**src/rtl/alu_pkg.sv**
```systemverilog
// Shared types for the ALU and its two-port arbiter: operation codes and the
// arbiter FSM state encoding.
package alu_pkg;

  // Operation codes. Codes 5..7 are undefined and produce a zero result.
  typedef enum logic [2:0] {
    OP_ADD = 3'd0,
    OP_SUB = 3'd1,
    OP_AND = 3'd2,
    OP_OR  = 3'd3,
    OP_SLT = 3'd4
  } alu_op_e;

  // IDLE: result register empty. HOLD: result register full, owner recorded.
  typedef enum logic {
    IDLE = 1'b0,
    HOLD = 1'b1
  } arb_state_e;

endpackage

```
**src/rtl/alu.sv**
```systemverilog
// Purely combinational ALU shared by both requesters of alu_arb.
// SLT is an unsigned compare with a zero-extended 1-bit result.
module alu
  import alu_pkg::*;
#(
  parameter int WIDTH = 32
) (
  input  alu_op_e          i_op,
  input  logic [WIDTH-1:0] i_a,
  input  logic [WIDTH-1:0] i_b,
  output logic [WIDTH-1:0] o_y
);

  // Select the result for the requested operation; undefined codes give zero.
  always_comb begin
    o_y = '0;
    case (i_op)
      OP_ADD:  o_y = i_a + i_b;
      OP_SUB:  o_y = i_a - i_b;
      OP_AND:  o_y = i_a & i_b;
      OP_OR:   o_y = i_a | i_b;
      OP_SLT:  o_y = {{(WIDTH-1){1'b0}}, (i_a < i_b)};
      default: o_y = '0;
    endcase
  end

endmodule

```
**src/rtl/alu_arb.sv**
```systemverilog
// Two-requester round-robin arbiter in front of a single shared ALU, with a
// one-entry registered result (latency 1, back-to-back capable).
// Optional macro ALU_ARB_STATS_EN adds per-port accepted-request counters.
//
// Handshake: a transfer happens on a rising edge where valid and ready are both
// high on the same port; ready never depends on anything but current-cycle
// inputs and state, and a held response stays stable until its owner takes it.
module alu_arb
  import alu_pkg::*;
#(
  parameter int WIDTH = 32
) (
  input  logic                  clk,
  input  logic                  rst,
  input  logic [1:0]            req_valid,
  output logic [1:0]            req_ready,
  input  logic [1:0][WIDTH-1:0] req_a,
  input  logic [1:0][WIDTH-1:0] req_b,
  input  alu_op_e [1:0]         req_op,
  output logic [1:0]            rsp_valid,
  input  logic [1:0]            rsp_ready,
  output logic [WIDTH-1:0]      rsp_y,
  output arb_state_e            dbg_state
`ifdef ALU_ARB_STATS_EN
  ,
  output logic [31:0]           grant_cnt0,
  output logic [31:0]           grant_cnt1
`endif
);

  arb_state_e       r_state;
  arb_state_e       w_state_nxt;
  logic             r_owner;
  logic             r_last;
  logic [WIDTH-1:0] r_y;

  logic             w_drain;
  logic             w_can_accept;
  logic             w_gnt;
  logic             w_accept;
  alu_op_e          w_op;
  logic [WIDTH-1:0] w_a;
  logic [WIDTH-1:0] w_b;
  logic [WIDTH-1:0] w_y;

  // The granted requester's fields drive the single ALU instance.
  assign w_a  = req_a[w_gnt];
  assign w_b  = req_b[w_gnt];
  assign w_op = req_op[w_gnt];

  alu #(.WIDTH(WIDTH)) u_alu (
    .i_op (w_op),
    .i_a  (w_a),
    .i_b  (w_b),
    .o_y  (w_y)
  );

  // FSM state register.
  always_ff @(posedge clk or posedge rst) begin
    if (rst) begin
      r_state <= IDLE;
    end else begin
      r_state <= w_state_nxt;
    end
  end

  // Grant selection, acceptance, next state and handshake outputs.
  always_comb begin
    w_drain      = 1'b0;
    w_can_accept = 1'b0;
    w_gnt        = 1'b0;
    w_accept     = 1'b0;
    w_state_nxt  = r_state;
    req_ready    = 2'b00;
    rsp_valid    = 2'b00;

    w_drain      = (r_state == HOLD) && rsp_ready[r_owner];
    w_can_accept = (r_state == IDLE) || w_drain;

    // Contention goes to the port that did not win the last accepted transfer.
    case (req_valid)
      2'b01:   w_gnt = 1'b0;
      2'b10:   w_gnt = 1'b1;
      2'b11:   w_gnt = ~r_last;
      default: w_gnt = 1'b0;
    endcase

    // rst is folded in so ready stays low for the whole reset pulse.
    w_accept = w_can_accept && (req_valid != 2'b00) && !rst;

    if (w_accept) begin
      req_ready   = w_gnt ? 2'b10 : 2'b01;
      w_state_nxt = HOLD;
    end else if (w_drain) begin
      w_state_nxt = IDLE;
    end

    if (r_state == HOLD) begin
      rsp_valid = r_owner ? 2'b10 : 2'b01;
    end
  end

  // Result, owner and round-robin pointer; all update only on acceptance.
  always_ff @(posedge clk or posedge rst) begin
    if (rst) begin
      r_y     <= '0;
      r_owner <= 1'b0;
      r_last  <= 1'b1;
    end else if (w_accept) begin
      r_y     <= w_y;
      r_owner <= w_gnt;
      r_last  <= w_gnt;
    end
  end

  assign rsp_y     = r_y;
  assign dbg_state = r_state;

`ifdef ALU_ARB_STATS_EN
  logic [31:0] r_cnt0;
  logic [31:0] r_cnt1;

  // Accepted-request counters per port, wrapping naturally at 2^32.
  always_ff @(posedge clk or posedge rst) begin
    if (rst) begin
      r_cnt0 <= '0;
      r_cnt1 <= '0;
    end else if (w_accept) begin
      if (w_gnt) r_cnt1 <= r_cnt1 + 32'd1;
      else       r_cnt0 <= r_cnt0 + 32'd1;
    end
  end

  assign grant_cnt0 = r_cnt0;
  assign grant_cnt1 = r_cnt1;
`endif

endmodule
```
**config.mk**
```make
export PLATFORM = sky130hd
export DESIGN_NAME = alu_arb
export DESIGN_NICKNAME = d
export VERILOG_FILES = /design/src/rtl/alu_pkg.sv /design/src/rtl/alu.sv /design/src/rtl/alu_arb.sv
export SDC_FILE = /design/constraint.sdc
export NUM_CORES = 1
export LEC_CHECK = 0
export ABC_AREA = 1
export CAP_MARGIN = 20
export CORE_AREA = 2 2 128 130
export CTS_BUF_LIST = sky130_fd_sc_hd__clkbuf_4 sky130_fd_sc_hd__clkbuf_8
export DETAILED_ROUTE_END_ITERATION = 16
export DIE_AREA = 0 0 130 132
export MAX_ROUTING_LAYER = met4
export PLACE_DENSITY = 0.88
export SLEW_MARGIN = 20
export SYNTH_ARGS = -nofsm -noshare
export SYNTH_HDL_FRONTEND = slang
export SYNTH_SLANG_ARGS = --single-unit
```
**constraint.sdc**
```tcl
create_clock -name clk -period 3.7 [get_ports clk]
set_input_delay 0.74 -clock clk [delete_from_list [all_inputs] [get_ports clk]]
set_output_delay 0.74 -clock clk [all_outputs]
set_load 0.01 [all_outputs]
```
Word-level counts from Yosys, hierarchy flattened:

Cells that the tools add are included.

* register bits: 35
* input bits: 140
* output and inout bits: 37
* word-level logic and storage cells: 43

* add/sub/neg operators: 2
* magnitude comparators: 3
* eq/ne operators: 6
* mux-type cells: 16
* bitwise logic cells: 4
* reduce and logical (&&, ||, !) cells: 8

Operator list (count)
* one-hot mux 32 bit (5 select lines): 1
* 2-to-1 mux 32 bit: 4
* adder 32 bit: 1
* AND 32 bit: 1
* < comparator 32 bit: 1
* OR 32 bit: 1
* subtractor 32 bit: 1
* 2-to-1 mux 2 bit: 4
* equality test 3 x 2 -> 1 bit, second input constant: 2
* 2-to-1 mux 3 bit: 2
* equality test 2 bit, second input constant: 2
* < comparator 1 x 2 -> 1 bit, second input constant: 2
* 2-to-1 mux 1 bit: 4
* nonzero test 2 bit: 2
* equality test 3 x 1 -> 1 bit, second input constant: 1
* equality test 3 bit, second input constant: 1
* logical AND 1 bit: 3
* zero test 3 bit: 1
* NOT 1 bit: 2
* one-hot mux 1 bit (2 select lines): 1
* zero test 1 bit: 1
* logical OR 1 bit: 1

Logic depth before layout (Yosys ltp):

* depth after elaboration: 7
* depth in mapped cells: 24
* depth with buffers taken out: 21

Cells and area by module:

A second synthesis with hierarchy kept.

* cells, all modules: 1634
* area, all modules: 8609.5 sq um

By module, submodules not included
* alu: instances 1, cells each 1256, area an instance 6319.8 sq um, seq. area each 0.0 sq um
* alu_arb: instances 1, cells each 378, area an instance 2289.7 sq um, seq. area each 877.1 sq um

Worst setup path before layout:

No wires, ideal clock.

* kind: in2reg
* from: in req_valid[0]
* to: reg r_y[30] (netlist: rsp_y[30])
* library setup time: 0.117 ns
* data arrival time: 3.399 ns
* slack: 0.184 ns
* stages on the path: 24
* path through: nand2_2 -> nand2_4 -> buf_2 -> clkbuf_1 -> buf_2 -> nand2_1 -> o21ai_0 -> ha_1 -> inv_1 -> fa_1 -> inv_1 -> nand3_1 -> nand3_1 -> nand2_1 -> nand2_1 -> nand2_1 -> nand2_1 -> nand2_1 -> nand2_1 -> nand2_1 -> nand3_1 -> nand3_1 -> nand2_1 -> nand2_1

* word-level cells in the longest chain between the ends: 6
* elaborated cells between the ends (all ways): 22
* classes of those cells: add/sub: 2; eq/ne: 6; mux: 8; bitwise: 2; reduce/logical: 4

RTL lines
* from (decl): RTL line alu_arb.sv:15 `input logic [1:0] req_valid,`
* equality test 2 bit: RTL line alu_arb.sv:81 `case (req_valid)`
* one-hot mux 1 bit (2 select lines): RTL line alu_arb.sv:81
* 2-to-1 mux 32 bit (not written as such), or another cell as far along (2 in series): RTL line alu_arb.sv:47 `assign w_a = req_a[w_gnt];`
* subtractor 32 bit, or another cell as far along: RTL line alu.sv:19 `OP_SUB: o_y = i_a - i_b;`
* one-hot mux 32 bit (5 select lines): RTL line alu.sv:17 `case (i_op)`
* to (signal assigned): RTL line alu_arb.sv:110 `r_y <= w_y;`
* to (decl): RTL line alu_arb.sv:35 `logic [WIDTH-1:0] r_y;`

Several ways; a longest one is shown, not always the timed one. The select of a mux whose other input is x is not followed.
A chain may end at the register's enable or synchronous reset.

Final worst setup path:

* from: in req_valid[0]
* to: reg r_y[28] (netlist: rsp_y[28])

Same word-level chain as after synthesis.

==> out/metrics.cfg <==
[status]
status=finished, final reports clean

[timing]
fmax_mhz=280.0
setup_viol=0
finClkSkew_ps=9.651
fin_tns_setup_ps=0
finalCritPeriodShare_pct=96.51
slew_headroom_pct=61.04
fin_crit_ps=3571
final_hold_viol_count=0
final_max_slew_viol_count=0
whs_ps=481.5
tightest_slew_ps=578.2

[layout]
final_common_cell=nand2_1
final_cell_mix=nand2_1, inv_1, clkdlybuf4s50_1
final_util_pct=73.50
synthToLayoutAreaGrowth_pct=36.98
drive_gt1_share_pct=10.67
diodes=0
fillers=1406
final_nets=2126

[die]
die_area_sq_um=17160
start_util_pct=53.66
dieWidth_um=130
boundaryPins=177
core_region_area_sq_um=15710
die_h_um=132
num_rows=46

[synthesis]
syn_nets=1867
avgSynthCellArea_sq_um=5.191
synth_edf_count=0
netlist_area_sq_um=8431
synth_area_leaders=nand2_1, inv_1, ha_1
synthCells=1624
ys_seq_area_share_pct=10.40
ys_warn_count=0
synth_area_leader_cell=nand2_1
synthArstFlopShare_pct=100.0
synth.top_cell.area_share_pct=25.82
synth-main-ff-cell=dfrtp_1
synth_seq_cells=35
synth_cell_types=40

[clock_tree]
cts_buffers=5
htree_levels=2
clock_latency_ps=320
cts.sinks=35
cts-hold-fix-buffers=0
tritoncts=yes
path_clk_slew_ps=90
clock_path_buffers=2
cts-root-buf=clkbuf_8

[placement]
dp_hpwl_mm=26.97
port_buffers=176
globalplace.congestion=1.111

[setup_path]
crit_fanout=13
crit_type=in2reg
arrival_ps=3790
start_kind=input port
required_ps=3920
end_kind=flip-flop

[grt]
track_usage_pct=37.85
globalRouteOverflowTotal=0
grt_pass1_vias=10010
antenna_found_initial=0
grt_pass1_wl_mm=49.82
grt_max_degree=60

[route]
vias=11090
drt-total-wl_mm=33.30
dr.pass1.iters=9
drc=0
via_per_inst=5.281
wl_per_cell_um=15.86
dr.first_iter.drc_count=1128
final_antenna_net_count=0

[power]
p_leak_nw=6.823
ir_drop_v=0.0001762
total_power_mw=4.425
p_per_area_nw_per_um2=383.2

[hold_path]
hold_path_class=reg2reg

[job]
maxCapViolations=0

==> state kept, by name, summed over array words and instances, names as in the netlist <==
signal / flops
dbg_state: 1
r_last: 1
r_owner: 1
rsp_y: 32
==> critical path, cell delays in order <==
cell and delay [ps]:
clkdlybuf4s50_1 430, nand2_2 130, nand2_8 130, clkbuf_16 220, o21ai_0 480, ha_2 360
nand2_1 150, nor2_1 230, nand2_1 130, nor3_1 170, nand2_1 160, nand2_1 110
nand2_1 50, nand3_1 70, nand3_1 80, nand2_1 60, nand2_1 50
==> worst paths after layout <==
kind | startpoint | slack, ps | to | depth (start not counted)
setup / recovery | req_valid[0] | 130 | rsp_y[28] | 17
hold / removal | rsp_y[4] | 480 | rsp_y[4] | 2
setup reg to reg | r_last | 530 | rsp_y[13] | 19
hold reg to reg | rsp_y[4] | 480 | rsp_y[4] | 2
max in group asynchronous | rst | 2380 | rsp_y[3] | 3
min in group asynchronous | rst | 920 | rsp_y[0] | 3
==> through the flow <==
stage / setup slack [ps] / instances / instance area (sq um)
floorplan: 184.3 / 1624 / 8431
CTS: 88.47 / 2092 / 11270
global route: -47.32 / 2100 / 11550
finish: 129.0 / 2100 / 11550
global placement: -184.5 / 2084 / 11150
detailed placement: -242.5 / 2084 / 11150
==> cells in the mapped netlist (3+ instances only) <==
cell	count
buf_2	35
o2111ai_1	6
or2_2	3
a21oi_1	74
inv_1	351
dfrtp_1	34
o21bai_1	10
buf_1	3
o22ai_1	5
nand4_1	10
ha_1	101
nor4_1	4
o21ai_0	87
inv_2	6
nand2_1	580
xor2_1	4
o21ai_1	3
clkbuf_1	12
nand3_1	135
nor2_1	126
nor3_1	10
==> final cells by class <==
type,instances,area [sq um],share of cell area (%)
clock buffer,6,82.58,0.7151
clock inverter,2,35.03,0.3034
inverter,357,1340,11.60
multi-input combinational,1177,6098,52.81
sequential,35,877.1,7.595
tap,216,270.3,2.340
timing repair buffer,307,2845,24.64
==> cells by family (layout without fill, tap and decap cells) <==
group | after synthesis | in the layout | synth area share (%)
AOI/OAI and AO/OA | 189 | 189 | 12.01
DFF | 35 | 35 | 10.40
buffers and inverters | 412 | 672 | 19.14
xor gates and xnor gates | 4 | 4 | 0.4155
and+or+nand+nor | 880 | 880 | 42.43
muxes | 1 | 1 | 0.1336
adders and majority gates | 103 | 103 | 15.46
==> layer usage <==
metal / GRT usage (%) / up-vias / share of wire (%)
li1: - / 5444 / -
met1: 51.24 / 4925 / 42
met2: 56.78 / 631 / 43
met3: 5.276 / 90 / 11
met4: 14.64 / 0 / 3.9
met5: - / - / 0
==> power breakdown <==
part / switching [mW] / total [mW] / internal [mW]
Combinational: 2.04 / 3.44 / 1.40
Clock: 0.190 / 0.409 / 0.219
Sequential: 0.0762 / 0.573 / 0.497
==> what timing repair did <==
| action | in CTS | in global routing |
|---|---|---|
| resized for setup | 0 | 72 |
| buffers inserted | 0 | 5 |
| endpoints found under the setup margin | 0 | 18 |
(Power assumes the default switching activity.)
